File: src/rtl/regfile_scoreboard.sv
// Integer register file with a per-register busy scoreboard.
// - Two combinational read ports, with same-cycle bypass from write-back.
// - A busy bit is set when an instruction that writes a register issues and
//   cleared when that register is written back; flush clears every busy bit.
// - The stall output flags RAW and WAW hazards; pending_count is a registered
//   count of busy registers.
// Optional feature: define SCOREBOARD_CHECK_EN to add the sticky
// wb_unexpected output, which flags a write-back to a register that is not
// busy, unless a flush happened in the previous cycle.
module regfile_scoreboard #(
  parameter int DATA_WIDTH = 32,
  parameter int NUM_REGS   = 32,
  parameter int ADDR_WIDTH = 5
) (
  input  logic                  clk,
  input  logic                  reset,
  input  logic                  wb_enable,
  input  logic [ADDR_WIDTH-1:0] wb_reg,
  input  logic [DATA_WIDTH-1:0] wb_data,
  input  logic [ADDR_WIDTH-1:0] rs1_addr,
  input  logic [ADDR_WIDTH-1:0] rs2_addr,
  output logic [DATA_WIDTH-1:0] rs1_data,
  output logic [DATA_WIDTH-1:0] rs2_data,
  input  logic                  issue_valid,
  input  logic                  rs1_used,
  input  logic                  rs2_used,
  input  logic                  issue_writes,
  input  logic [ADDR_WIDTH-1:0] issue_dest,
  input  logic                  flush,
  output logic                  stall,
  output logic                  issue_accept,
  output logic [ADDR_WIDTH:0]   pending_count
`ifdef SCOREBOARD_CHECK_EN
  ,
  output logic                  wb_unexpected
`endif
);

  logic [DATA_WIDTH-1:0] regs [NUM_REGS];
  logic [NUM_REGS-1:0]   busy;
  logic [NUM_REGS-1:0]   busy_eff;
  logic [NUM_REGS-1:0]   busy_next;
  logic [ADDR_WIDTH:0]   busy_next_cnt;
  logic                  wb_write;

  // x0 is never a write target.
  assign wb_write = wb_enable && (wb_reg != '0);

  // Register storage; x0 is never written, so it stays zero.
  always_ff @(posedge clk or posedge reset) begin
    if (reset) begin
      for (int i = 0; i < NUM_REGS; i++) regs[i] <= '0;
    end else if (wb_write) begin
      regs[wb_reg] <= wb_data;
    end
  end

  // Read ports: x0 reads zero, and a write-back to the same register is bypassed.
  always_comb begin
    rs1_data = regs[rs1_addr];
    if (rs1_addr == '0)
      rs1_data = '0;
    else if (wb_enable && (wb_reg == rs1_addr))
      rs1_data = wb_data;

    rs2_data = regs[rs2_addr];
    if (rs2_addr == '0)
      rs2_data = '0;
    else if (wb_enable && (wb_reg == rs2_addr))
      rs2_data = wb_data;
  end

  // A write-back arriving this cycle resolves the hazard right away.
  always_comb begin
    busy_eff = '0;
    for (int r = 0; r < NUM_REGS; r++)
      busy_eff[r] = busy[r] && !(wb_enable && (wb_reg == ADDR_WIDTH'(r)));
  end

  // Hazard detection and issue acceptance.
  always_comb begin
    stall = issue_valid && !flush &&
            ((rs1_used     && busy_eff[rs1_addr]) ||
             (rs2_used     && busy_eff[rs2_addr]) ||
             (issue_writes && busy_eff[issue_dest]));
    issue_accept = issue_valid && !stall && !flush;
  end

  // Next busy vector. If an issue and a write-back hit the same register on
  // the same edge, the issue's set wins. Flush clears every busy bit.
  always_comb begin
    busy_next = busy;
    if (wb_write)
      busy_next[wb_reg] = 1'b0;
    if (issue_accept && issue_writes && (issue_dest != '0))
      busy_next[issue_dest] = 1'b1;
    if (flush)
      busy_next = '0;
    busy_next[0] = 1'b0;
  end

  // Count the busy bits in the next busy vector.
  always_comb begin
    busy_next_cnt = '0;
    for (int i = 0; i < NUM_REGS; i++)
      busy_next_cnt = busy_next_cnt + {{ADDR_WIDTH{1'b0}}, busy_next[i]};
  end

  // Register the busy vector and its count together.
  always_ff @(posedge clk or posedge reset) begin
    if (reset) begin
      busy          <= '0;
      pending_count <= '0;
    end else begin
      busy          <= busy_next;
      pending_count <= busy_next_cnt;
    end
  end

`ifdef SCOREBOARD_CHECK_EN
  logic flush_q;

  // Sticky flag for a write-back to a non-busy register. A write-back in the
  // cycle after a flush is expected, so it is not flagged.
  always_ff @(posedge clk or posedge reset) begin
    if (reset) begin
      flush_q       <= 1'b0;
      wb_unexpected <= 1'b0;
    end else begin
      flush_q <= flush;
      if (wb_write && !busy[wb_reg] && !flush_q)
        wb_unexpected <= 1'b1;
    end
  end
`endif

endmodule

File: config.mk
export PLATFORM = sky130hd
export DESIGN_NAME = regfile_scoreboard
export DESIGN_NICKNAME = d
export VERILOG_FILES = /design/src/rtl/regfile_scoreboard.sv
export SDC_FILE = /design/constraint.sdc
export NUM_CORES = 2
export LEC_CHECK = 0
export CORE_ASPECT_RATIO = 0.5
export CORE_MARGIN = 2
export CORE_UTILIZATION = 53
export CTS_BUF_LIST = sky130_fd_sc_hd__clkbuf_8
export DETAILED_ROUTE_END_ITERATION = 10
export DONT_BUFFER_PORTS = 1
export PLACE_DENSITY = 0.68
export REMOVE_ABC_BUFFERS = 1
export SLEW_MARGIN = 30
export SYNTH_ARGS = -nofsm -noshare
export SYNTH_HDL_FRONTEND = slang
export SYNTH_SLANG_ARGS = --single-unit
File: constraint.sdc
create_clock -name clk -period 42 [get_ports clk]
set_clock_uncertainty 0.15 [all_clocks]
set_input_delay 8.4 -clock clk [delete_from_list [all_inputs] [get_ports clk]]
set_output_delay 8.4 -clock clk [all_outputs]
set_load 0.005 [all_outputs]
[Word-level counts from Yosys, hierarchy flattened]
Index checks and enable logic that the tools add are counted.
Storage, ports and cells
  flip-flop bits (word level): 1061
  bits of input ports: 60
  output and inout bits: 72
  logic and storage cells: 255
Cells by class
  add/subtract/negate cells: 30
  order comparisons: 10
  equal/unequal tests: 33
  mux-type cells: 26
  bitwise operators: 6
  reductions and logical operators: 116
Operators with widths (number)
  bitwise mux 1024 bit: 1
  2-to-1 mux 32 bit: 12
  binary-select mux 32 bit (select 5 bit): 2
  demux 32 bit (select 5 bit): 1
  adder 6 x 1 -> 6 bit: 25
  == test 5 bit (second input constant): 16
  logical AND 1 bit: 77
  == test 5 x 4 -> 1 bit (second input constant): 8
  zero test 1 bit: 33
  AND 32 bit: 1
  NOT 32 bit: 1
  OR 32 bit: 1
  < comparator 5 x 6 -> 1 bit (second input constant): 4
  == test 5 x 3 -> 1 bit (second input constant): 4
  >= comparator 6 bit (second input constant): 3
  NOT 5 -> 6 bit: 3
  binary-select mux 1 bit (select 5 bit): 3
  demux 1 bit (select 5 bit): 2
  == test 5 x 2 -> 1 bit (second input constant): 2
  == test 5 bit: 2
  >= comparator 5 x 1 -> 1 bit (second input constant): 2
  zero test 5 bit: 2
  nonzero test 5 bit: 2
  adder 5 x 1 -> 6 bit: 1
  other kinds (8): 13

[Longest topological paths before layout]
  depth in word-level cells: 47
  depth in mapped cells: 26

[Worst setup path before layout]
OpenSTA, ideal clock, no wires.
  kind: input port to output port
  start point: in rs1_addr[0]
  end point: out rs1_data[10]
  arrival time: 10.806 ns
  slack: 22.644 ns
  stages: 8
  path buffers: 4
  cells stage by stage: buf_2 -> buf_2 -> clkbuf_1 -> buf_1 -> mux4_2 -> mux4_2 -> mux2i_1 -> a211oi_1
On the way
  word-level cells in the longest chain between the ends: 6
  elaborated cells on any way between the ends: 9
  classes of those cells: eq/ne: 1; mux: 5; bitwise: 1; reduce/logical: 2
Ends and longest elaborated chain
  start, declared: RTL line 20  | input logic [ADDR_WIDTH-1:0] rs1_addr,
  NOT 5 -> 6 bit (implied by the code): RTL line 60  | rs1_data = regs[rs1_addr];
  binary-select mux 32 bit (select 5 bit): RTL line 60
  2-to-1 mux 32 bit (implied by the code) (2 in series): RTL line 60
  2-to-1 mux 32 bit: RTL line 63  | else if (wb_enable && (wb_reg == rs1_addr))
  2-to-1 mux 32 bit *: RTL line 61  | if (rs1_addr == '0)
  end, declared: RTL line 22  | output logic [DATA_WIDTH-1:0] rs1_data,
Mark *: on every way between the ends. The rest lies on a longest branch, timed or not. The select of a mux whose other input is x is not followed.

[Final worst setup path]
  start point: in wb_reg[2]
  end point: out issue_accept
On the way
  word-level cells in the longest chain between the ends: 13
  elaborated cells on any way between the ends: 139
  classes of those cells: eq/ne: 31; mux: 6; reduce/logical: 102
Ends and longest elaborated chain
  start, declared: RTL line 18  | input logic [ADDR_WIDTH-1:0] wb_reg,
  == test 5 x 1 -> 1 bit (tied with other cells): RTL line 77  | busy_eff[r] = busy[r] && !(wb_enable && (wb_reg == ADDR_WIDTH'(r)));
  logical AND 1 bit: RTL line 77
  zero test 1 bit: RTL line 77
  logical AND 1 bit: RTL line 77
  binary-select mux 1 bit (select 5 bit) (on tied branches): RTL line 83, 84
  2-to-1 mux 1 bit (on tied branches): RTL line 83, 84
  logical AND 1 bit (on tied branches): RTL line 83, 84
  logical OR 1 bit: RTL line 83  | ((rs1_used && busy_eff[rs1_addr]) ||
  logical OR 1 bit *: RTL line 84  | (rs2_used && busy_eff[rs2_addr]) ||
  logical AND 1 bit *: RTL line 82  | stall = issue_valid && !flush &&
  zero test 1 bit *: RTL line 86  | issue_accept = issue_valid && !stall && !flush;
  logical AND 1 bit * (2 in series): RTL line 86
  end, declared: RTL line 31  | output logic issue_accept,
Marked as above.

==> summary.txt <==
Worst setup path
  • Largest delay contributor family on the critical path: simple AND/OR/NAND/NOR gates
  • Crit end category: primary output
  • Reg-to-Reg Start: busy[28]$_DFF_PP0_
  • Crit-path max FO: between 40 and 50
  • R2r endpoint: pending_count[4]$_DFF_PP0_
  • Crit path DAT: about 11 ns
  • Slowest stage delay, CP: between 0.6 and 0.7 ns
  • WS Path Type: in2out
  • Req. time, crit path: roughly 33 ns
  • CP startpoint: wb_reg[2]
  • Slowest CP cell: nand2_4
  • Crit start category: input pin
  • Crit-path cells: nor2b_1, nand2_4, nand3_1, o211ai_1, a311o_1, a2111o_2, buf_4, nor3_1
  • CP Depth: 8
  • Reg2reg path depth: 23
  • Reg-to-reg slack, setup: between 30 and 40 ns
  • WP buf/inv: 1

Pwr
  • Lkg Pwr: about 27 nW
  • Peak VDD IR: 0.0000302 V
  • Pwr per Cell Area: ~44 nW/µm²
  • Total Power: roughly 0.0027 W

Floorplan
  • Die Area: between 100000 and 150000 µm²
  • DIE HEIGHT: 239 µm
  • FP Rows: 86
  • Starting Density: roughly 53%
  • Core ar.: 110000 µm²
  • Chip Width: 474 µm
  • I/O pins: between 100 and 150

Global routing
  • Largest net degree at the start of global routing: 279
  • Initial antenna violation count: 1
  • GR Overflow Total: 0
  • Vias in the first global route: between 30000 and 40000
  • First-pass GRT wire length: between 200000 and 300000 µm
  • GRT Util Overall: a little under a third

Clocking
  • CTS Buf Count: between 150 and 200
  • Worst-path clk slew: about 0.06 ns
  • Hold Buf Count CTS: 0
  • TritonCTS clock tree: yes
  • Max clock buf depth: 3
  • Root Buffer: clkbuf_8
  • Clock sink total: approximately 1100
  • Post-cts resize count: 0
  • H-tree depth: 4
  • Postcts setup bufs: 0
  • Clock latency on the worst-skew pair: ~0.87 ns

Placed design
  • Port buffer count: 0
  • HPWL Detailed: ~84000 µm
  • RD Place Congestion: around 0.91

Synth
  • Top_reg_cell synth: dfrtp_1
  • Mapped Cells: 3763
  • Post-synth EDFFs: 0
  • Cell taking the most area after synthesis: dfrtp_1
  • Top-area cell type share of the netlist area: 45.4%
  • Fraction of registers with async set or reset after synthesis: 100%
  • Yosys reg bits: between 1000 and 1500
  • Post-Syn Area: 58500 µm²
  • Post-synth cell types: 71
  • Top cells by area, synth: dfrtp_1 (45%), mux4_2 (25%), mux2_2 (19%)
  • Synth Warn #: 0
  • Sequential area share after synthesis: a little under half
  • Synth top cells by count: dfrtp_1 (1061), mux2_2 (994), mux4_2 (644)
  • Most common cell in the netlist: dfrtp_1
  • Post-Syn Area per Cell: 15.5 µm²

Timing
  • Max-slew violation count: 0
  • Slew margin rel.: 28.4%
  • Max Fclk: roughly 50 MHz
  • Final Hold Viols: 0
  • Final TNS setup: 0 ns
  • Final setup viols: 0
  • Clock period minus worst slack: around 20 ns
  • Slew @ Worst Pin: around 1.1 ns
  • Tcrit/Tclk final: 47.7%
  • RSZ-0062 raised after global routing: no

Final layout
  • Area growth from synthesis to layout: 6.85%
  • NumNets Final: between 3000 and 4000
  • Area of the multi-input gates: 30400 µm²
  • # fillers: 8532
  • Layout cell share with drive strength beyond 1: 54.9%
  • Storage cell area: 26600 µm²

Hold path
  • Hold Path Class: reg2reg
  • Hold wc startpoint: regs[992]$_DFFE_PP0P_
  • Hold endpoint: regs[992]$_DFFE_PP0P_
  • Hold-critical path depth: 0

Detailed routing
  • TritonRoute pass-1 iters: 7
  • Vias post-DR: 35739
  • Antenna viol nets, final: 0
  • Final wirelength: 170000 µm
  • Vias/cell: 7.01
  • DR DRC count: 0
  • Mean routed wirelength per cell: approximately 33 µm
  • Initial DRC Count: slightly below 4000

Run
  • MaxCap Viol Count: 0

Outcome
  • Outcome: finished clean
-- report_power, final --
part	internal (W)	switching, W	leakage [nW]
sequential	0.00121	0.000135	13.6
clock	0.000425	0.000423	1.80
combinational	0.000372	0.000166	11.2
-- cell families after synthesis --
group | count (synthesis) | synth area share, %
multiplexers | 1709 | 45.2
flip-flops | 1061 | 45.4
buffers and inverters | 473 | 3.10
AND/OR/NAND/NOR | 264 | 2.24
AO/OA/AOI/OAI | 213 | 2.96
adder cells (fa/ha/maj) | 30 | 0.937
XOR/XNOR | 13 | 0.195
-- cell usage in the layout (no fill, tap or decap), drive strengths merged, types with 5 or more instances in the layout --
master	netlist	routed
nand3	9	9
xnor2	5	5
o211ai	23	23
nor4	5	5
mux4	644	644
clkinv	3	20
o32ai	9	9
o31ai	24	24
inv	34	92
nor3	10	10
dfrtp	1061	1061
nor2b	8	8
nand2	59	59
or2	24	24
mux2i	71	71
ha	7	7
nor3b	5	5
o2111ai	8	8
mux2	994	994
nor2	105	105
fa	23	23
a21oi	6	6
a211oi	67	67
nand2b	9	9
buf	128	44
o31a	10	10
xor2	8	8
clkbuf	308	195
o21ai	35	35
-- state kept, by name (all words and copies together), names as in the netlist --
signal	cells
pending_count	6
busy	31
regs	1024
-- metrics by stage --
step / utilization (%) / worst slack [ns] / cells / hold slack, ns / instance area (µm²)
4_1_cts: 56.8 / 21.71 / 5092 / 0.248 / 62300
3_5_place_dp: 54.0 / 21.72 / 4818 / 0.232 / 59200
5_1_grt: 56.9 / 21.78 / 5098 / 0.254 / 62500
6_report: 56.9 / 21.98 / 5099 / 0.243 / 62500
3_3_place_gp: 53.9 / 21.82 / 4818 / 0.228 / 59200
2_1_floorplan: - / 3.58 / 3327 / 0.215 / 56800
-- worst max-delay path by stage --
stage,endpoint,slack (ns)
final,issue_accept,21.98
after global routing,issue_accept,21.78
after CTS,issue_accept,21.71
after detailed placement,issue_accept,21.72
after global placement,issue_accept,21.82
after floorplan,busy[10]$_DFF_PP0_,3.58
-- worst register-to-register path, delay by kind of cell (launching register included) --
| kind | cells | cell delay [ns] |
|---|---|---|
| flip-flops | 1 | 0.46 |
| XOR/XNOR | 1 | 0.14 |
| multiplexers | 1 | 0.51 |
| AND/OR/NAND/NOR | 1 | 0.10 |
| buffers and inverters | 6 | 0.62 |
| adder cells (fa/ha/maj) | 8 | 3.60 |
| AO/OA/AOI/OAI | 6 | 1.65 |
-- final cells by class --
type                       instances  area share, %
clock inverter                    79          0.645
clock buffer                     195           4.30
sequential                      1061           42.5
multi-input combinational       2229           48.7
tap                             1452           2.91
antenna                            2        0.00801
inverter                          37          0.250
timing repair buffer              44          0.733
-- routing by layer --
metal	global-route usage, %	part of all wire, %	routed length [µm]
met3	7.55	9.6	16300
met4	9.27	2.6	4390
met5	0	0	0
met1	45.7	43	72900
met2	44.4	45	76000
No activity file was read; power rests on OpenSTA's default activity.
